[src/rtl/alarm_controller.sv]
// Alarm session controller: turns an alarm-match trigger into a ringing session
// with a buzzer square wave, a bounded number of snoozes and a dismiss control.
//
// state   | meaning
// IDLE    | no alarm activity, buzzer silent
// RINGING | buzzer toggling, ring timeout counting down
// SNOOZE  | buzzer silent, snooze countdown running
module alarm_controller #(
  parameter int BUZZ_DIV         = 100,
  parameter int RING_TIMEOUT_SEC = 60,
  parameter int SNOOZE_SEC       = 300,
  parameter int MAX_SNOOZE       = 3
) (
  input  logic       clk,
  input  logic       reset,
  input  logic       tick_1hz,
  input  logic       trigger,
  input  logic       armed,
  input  logic       snooze_btn,
  input  logic       dismiss_btn,
  output logic       buzzer,
  output logic       ringing,
  output logic       snoozing,
  output logic [1:0] snooze_count
);

  localparam int SEC_MAX = (RING_TIMEOUT_SEC > SNOOZE_SEC) ? RING_TIMEOUT_SEC : SNOOZE_SEC;
  localparam int SEC_W   = $clog2(SEC_MAX + 1);
  localparam int DIV_W   = (BUZZ_DIV > 1) ? $clog2(BUZZ_DIV) : 1;

  typedef enum logic [1:0] {
    IDLE    = 2'd0,
    RINGING = 2'd1,
    SNOOZE  = 2'd2
  } state_t;

  state_t             state_q, state_d;
  logic [SEC_W-1:0]   sec_q, sec_d;
  logic [DIV_W-1:0]   div_q, div_d;
  logic [1:0]         cnt_d;
  logic               buz_d;
  logic               trig_q, snz_q, dis_q;
  logic               trig_rise, snz_rise, dis_rise;

  assign trig_rise = trigger & ~trig_q;
  assign snz_rise  = snooze_btn & ~snz_q;
  assign dis_rise  = dismiss_btn & ~dis_q;

  // trig_q resets high so a trigger already asserted at reset release is not an edge
  always_ff @(posedge clk or negedge reset) begin
    if (!reset) begin
      trig_q <= 1'b1;
      snz_q  <= 1'b0;
      dis_q  <= 1'b0;
    end else begin
      trig_q <= trigger;
      snz_q  <= snooze_btn;
      dis_q  <= dismiss_btn;
    end
  end

  always_comb begin
    state_d = state_q;
    sec_d   = sec_q;
    cnt_d   = snooze_count;
    div_d   = '0;
    buz_d   = 1'b0;
    case (state_q)
      IDLE: begin
        if (trig_rise && armed) begin
          state_d = RINGING;
          sec_d   = SEC_W'(RING_TIMEOUT_SEC);
          cnt_d   = 2'd0;
        end
      end
      RINGING: begin
        if (!armed || dis_rise) begin
          state_d = IDLE;
        end else if (snz_rise && (snooze_count < 2'(MAX_SNOOZE))) begin
          state_d = SNOOZE;
          sec_d   = SEC_W'(SNOOZE_SEC);
          cnt_d   = snooze_count + 2'd1;
        end else if (tick_1hz) begin
          if (sec_q == SEC_W'(1)) state_d = IDLE;
          else                    sec_d   = sec_q - SEC_W'(1);
        end
        // divider only advances while staying in RINGING; any exit forces it to 0
        if (state_d == RINGING) begin
          if (div_q == DIV_W'(BUZZ_DIV - 1)) begin
            div_d = '0;
            buz_d = ~buzzer;
          end else begin
            div_d = div_q + DIV_W'(1);
            buz_d = buzzer;
          end
        end
      end
      SNOOZE: begin
        if (!armed || dis_rise) begin
          state_d = IDLE;
        end else if (tick_1hz) begin
          if (sec_q == SEC_W'(1)) begin
            state_d = RINGING;
            sec_d   = SEC_W'(RING_TIMEOUT_SEC);
          end else begin
            sec_d = sec_q - SEC_W'(1);
          end
        end
      end
      default: state_d = IDLE;
    endcase
    if (state_d == IDLE) cnt_d = 2'd0;
  end

  always_ff @(posedge clk or negedge reset) begin
    if (!reset) begin
      state_q      <= IDLE;
      sec_q        <= '0;
      div_q        <= '0;
      buzzer       <= 1'b0;
      ringing      <= 1'b0;
      snoozing     <= 1'b0;
      snooze_count <= 2'd0;
    end else begin
      state_q      <= state_d;
      sec_q        <= sec_d;
      div_q        <= div_d;
      buzzer       <= buz_d;
      ringing      <= (state_d == RINGING);
      snoozing     <= (state_d == SNOOZE);
      snooze_count <= cnt_d;
    end
  end

endmodule

[config.mk]
export PLATFORM = sky130hd
export DESIGN_NAME = alarm_controller
export DESIGN_NICKNAME = d
export VERILOG_FILES = /design/src/rtl/alarm_controller.sv
export SDC_FILE = /design/constraint.sdc
export NUM_CORES = 1
export LEC_CHECK = 0
export ABC_AREA = 1
export BUFFER_PORTS_ARGS = -buffer_cell sky130_fd_sc_hd__buf_2
export CAP_MARGIN = 20
export CORE_MARGIN = 2
export CORE_UTILIZATION = 35
export CTS_CLUSTER_DIAMETER = 150
export DETAILED_ROUTE_END_ITERATION = 8
export GPL_TIMING_DRIVEN = 0
export PLACE_DENSITY = 0.63
export SLEW_MARGIN = 20
export SYNTH_ARGS = -nofsm -noshare
export SYNTH_HDL_FRONTEND = slang
export SYNTH_SLANG_ARGS = --single-unit
[constraint.sdc]
create_clock -name clk -period 1.5 [get_ports clk]
set_input_delay 0.225 -clock clk [delete_from_list [all_inputs] [get_ports clk]]
set_output_delay 0.225 -clock clk [all_outputs]
set_load 0.005 [all_outputs]
==> run metrics <==
status complete, but fails checks; failing checks setup timing; relative max-transition margin 59.62%; TritonCTS clock tree done; Max Fclk 0.5906 GHz; layout cell share with drive strength beyond 1 46.03%; synthesized instance count 208; largest net degree at the start of global routing 27; max-cap violations 0; Synth top area share 37.79%; CP max stage delay 440 ps; die height 72.77 um; Clk Latency, worst-skew pair 280 ps; worst-case clock skew 4.708 ps; grt ovf 0; cell area after layout 2330 um^2; min setup slack post-route -193.3 ps; min-delay worst type input port to register; Die W 72.77 um; post-layout util 50.32%; CTS buffer count 3; first-pass GRT wire length 6.693 mm; Netlist cell types 32; cell area after synthesis 1655 um^2; crit path DAT 1880 ps; antenna diode count 0; Via-to-Cell Ratio 5.144; antenna violations before repair 0; Yosys warning total 0; Worst-Margin Slew 605.7 ps; I/O Pins 12; Sink Count 26; most frequent cells in the layout 32 x nand2_1, 24 x dfrtp_1, 23 x buf_4, 19 x inv_1, 19 x nand2_2; Mapped Nets 223; standard-cell row count 25; GPL Wtd Cong 0.8219; # DRC 0; pre-CTS setup slack -234.7 ps; Root Buffer clkbuf_8; Vias 1,574; hpwl dp 2.403 mm; Area Overhead vs Synth 40.74%; CP Launch Type register; fillers 409; pwr/cell area 1755 nW/um^2; Die ar. 5295 um^2; Slew Limit Fails 0; sequential area share after synthesis 39.38%; crit path max fanout 5; non-filler cells, final 306; # setup viols final 21; Total Wirelength 4.253 mm; htree depth 1; Avg Synthesized Cell Area 7.958 um^2; WP data required 1680 ps; Yosys reg bits 26; initial drt markers 81; Worst setup EP type register; GRT Resource Usage Total 15.98%; Hold Violations, Final 0; PortBufs 11; final worst path period need 1693 ps; routed len/inst 13.90 um; Initial Util 35.76%; Post-DP Area 1792 um^2; First-pass DRT Iterations 4; core area 4629 um^2; crit path cell chain inv_2 > nand2_2 > nor2_4 > nand2_2 > o21ai_2 > nand2_1 > nand2_2 > clkinv_4 > buf_12 > nand2_4 > o21ai_2; most frequent CP cell nand2_2; Crit Path Category register to register; via count of the first global-routing pass 1,500; clock buffer depth 2; commonest non-fill, non-tap cell in the layout nand2_1; Cells after DPL 273; nets 268; synth top area cells dfrtp_1 38%, nand2_1 11%, ha_1 6.0%, nand3_1 5.7%, inv_1 5.4%; area leader, netlist dfrtp_1; slowest CP cell dfrtp_1; crit share post-route 112.9%; peak supply drop 0.0009103 V; remaining antenna violation count after routing 0; Leak 0.001125 uW; RSZ-0062 raised after global routing yes; Clock Pin Slew Worst Setup and Hold Paths 100 ps
flip-flops by register name, indices dropped and copies added, names as in the netlist:
signal        flops
div_q             7
sec_q             9
state_q           2
snz_q             1
buzzer            1
snooze_count      2
ringing           1
trig_q            1
snoozing          1
dis_q             1
layer usage:
| metal | vias up | part of all wire [%] | GRT usage [%] |
|---|---|---|---|
| met4 | 0 | 3.4 | 5.556 |
| met3 | 16 | 4.1 | 2.210 |
| met5 | - | 0 | 0 |
| met1 | 752 | 43 | 19.98 |
| li1 | 759 | - | - |
| met2 | 47 | 50 | 28.08 |
logic make-up after synthesis:
| group | count (synthesis) | share of synthesized area (%) |
|---|---|---|
| adders and majority gates | 8 | 6.047 |
| DFF | 26 | 39.38 |
| and+or+nand+nor | 109 | 31.07 |
| AOI/OAI and AO/OA | 25 | 10.96 |
| buffers and inverters | 33 | 8.844 |
| xor gates and xnor gates | 7 | 3.704 |
area by class of cell:
type	instances	area (um^2)	area share [%]
Buffer	1	11.26	0.4834
Clock buffer	3	41.29	1.772
Clock inverter	1	30.03	1.289
Inverter	31	126.4	5.424
Multi-Input combinational cell	149	1070	45.92
Sequential cell	26	653.1	28.03
Tap cell	54	67.56	2.900
Timing Repair Buffer	41	330.3	14.18
critical path, delay by kind of cell (launching register included):
kind                   cells  cell delay, ps
AOI/OAI and AO/OA          2             190
buffers and inverters      3             380
DFF                        1             440
and+or+nand+nor            6             590
power by group:
part	switching, uW	internal (uW)
combinational	1410	1120
sequential	117	834
clock	250	358
total	1770	2320
synth_stat cells, drive strengths merged:
library cell and instances:
nand3b 1, o21ai 15, o31ai 1, nor3 2, dfstp 1, o21bai 1
nand3 20, o2111ai 1, dfrtp 25, and2 1, ha 8, xnor2 1
nand2 57, nor3b 1, buf 2, inv 31, a21boi 1, a21oi 6
nand4 5, xor2 6, nor2 22
path summary, 6_finish.rpt:
check | startpoint | slack (ps) | depth (start not counted) | endpoint
worst max-delay path | sec_q[4] | -190 | 11 | sec_q[3]
worst max register to register | sec_q[4] | -190 | 11 | sec_q[3]
worst min-delay path | trigger | 40 | 1 | trig_q
worst min register to register | div_q[0] | 470 | 1 | div_q[0]
min in group asynchronous | reset | 480 | 2 | sec_q[1]
max in group asynchronous | reset | 600 | 2 | sec_q[0]
stage by stage:
| step | total power [uW] | setup TNS (ps) | hold WS (ps) |
|---|---|---|---|
| after floorplan | 2171 | -198.1 | -70.59 |
| after global placement | 2475 | -3399 | 267.8 |
| after detailed placement | 2486 | -3780 | 270.4 |
| after CTS | 3760 | -1896 | 40.64 |
| after global routing | 4344 | -4741 | 29.30 |
| final | 4090 | -2637 | 37.43 |
what timing repair did:
| item | CTS | global route |
|---|---|---|
| endpoints found under the setup margin | 23 | 23 |
| hold buffers | 1 | 0 |
| gates resized for setup | 27 | 30 |
| pin swaps | 11 | 17 |
| buffers inserted | 25 | 4 |
| endpoints found under the hold margin | 25 | 0 |
| cloned | 1 | 0 |
Note: power is estimated with default switching activity, not from simulation.
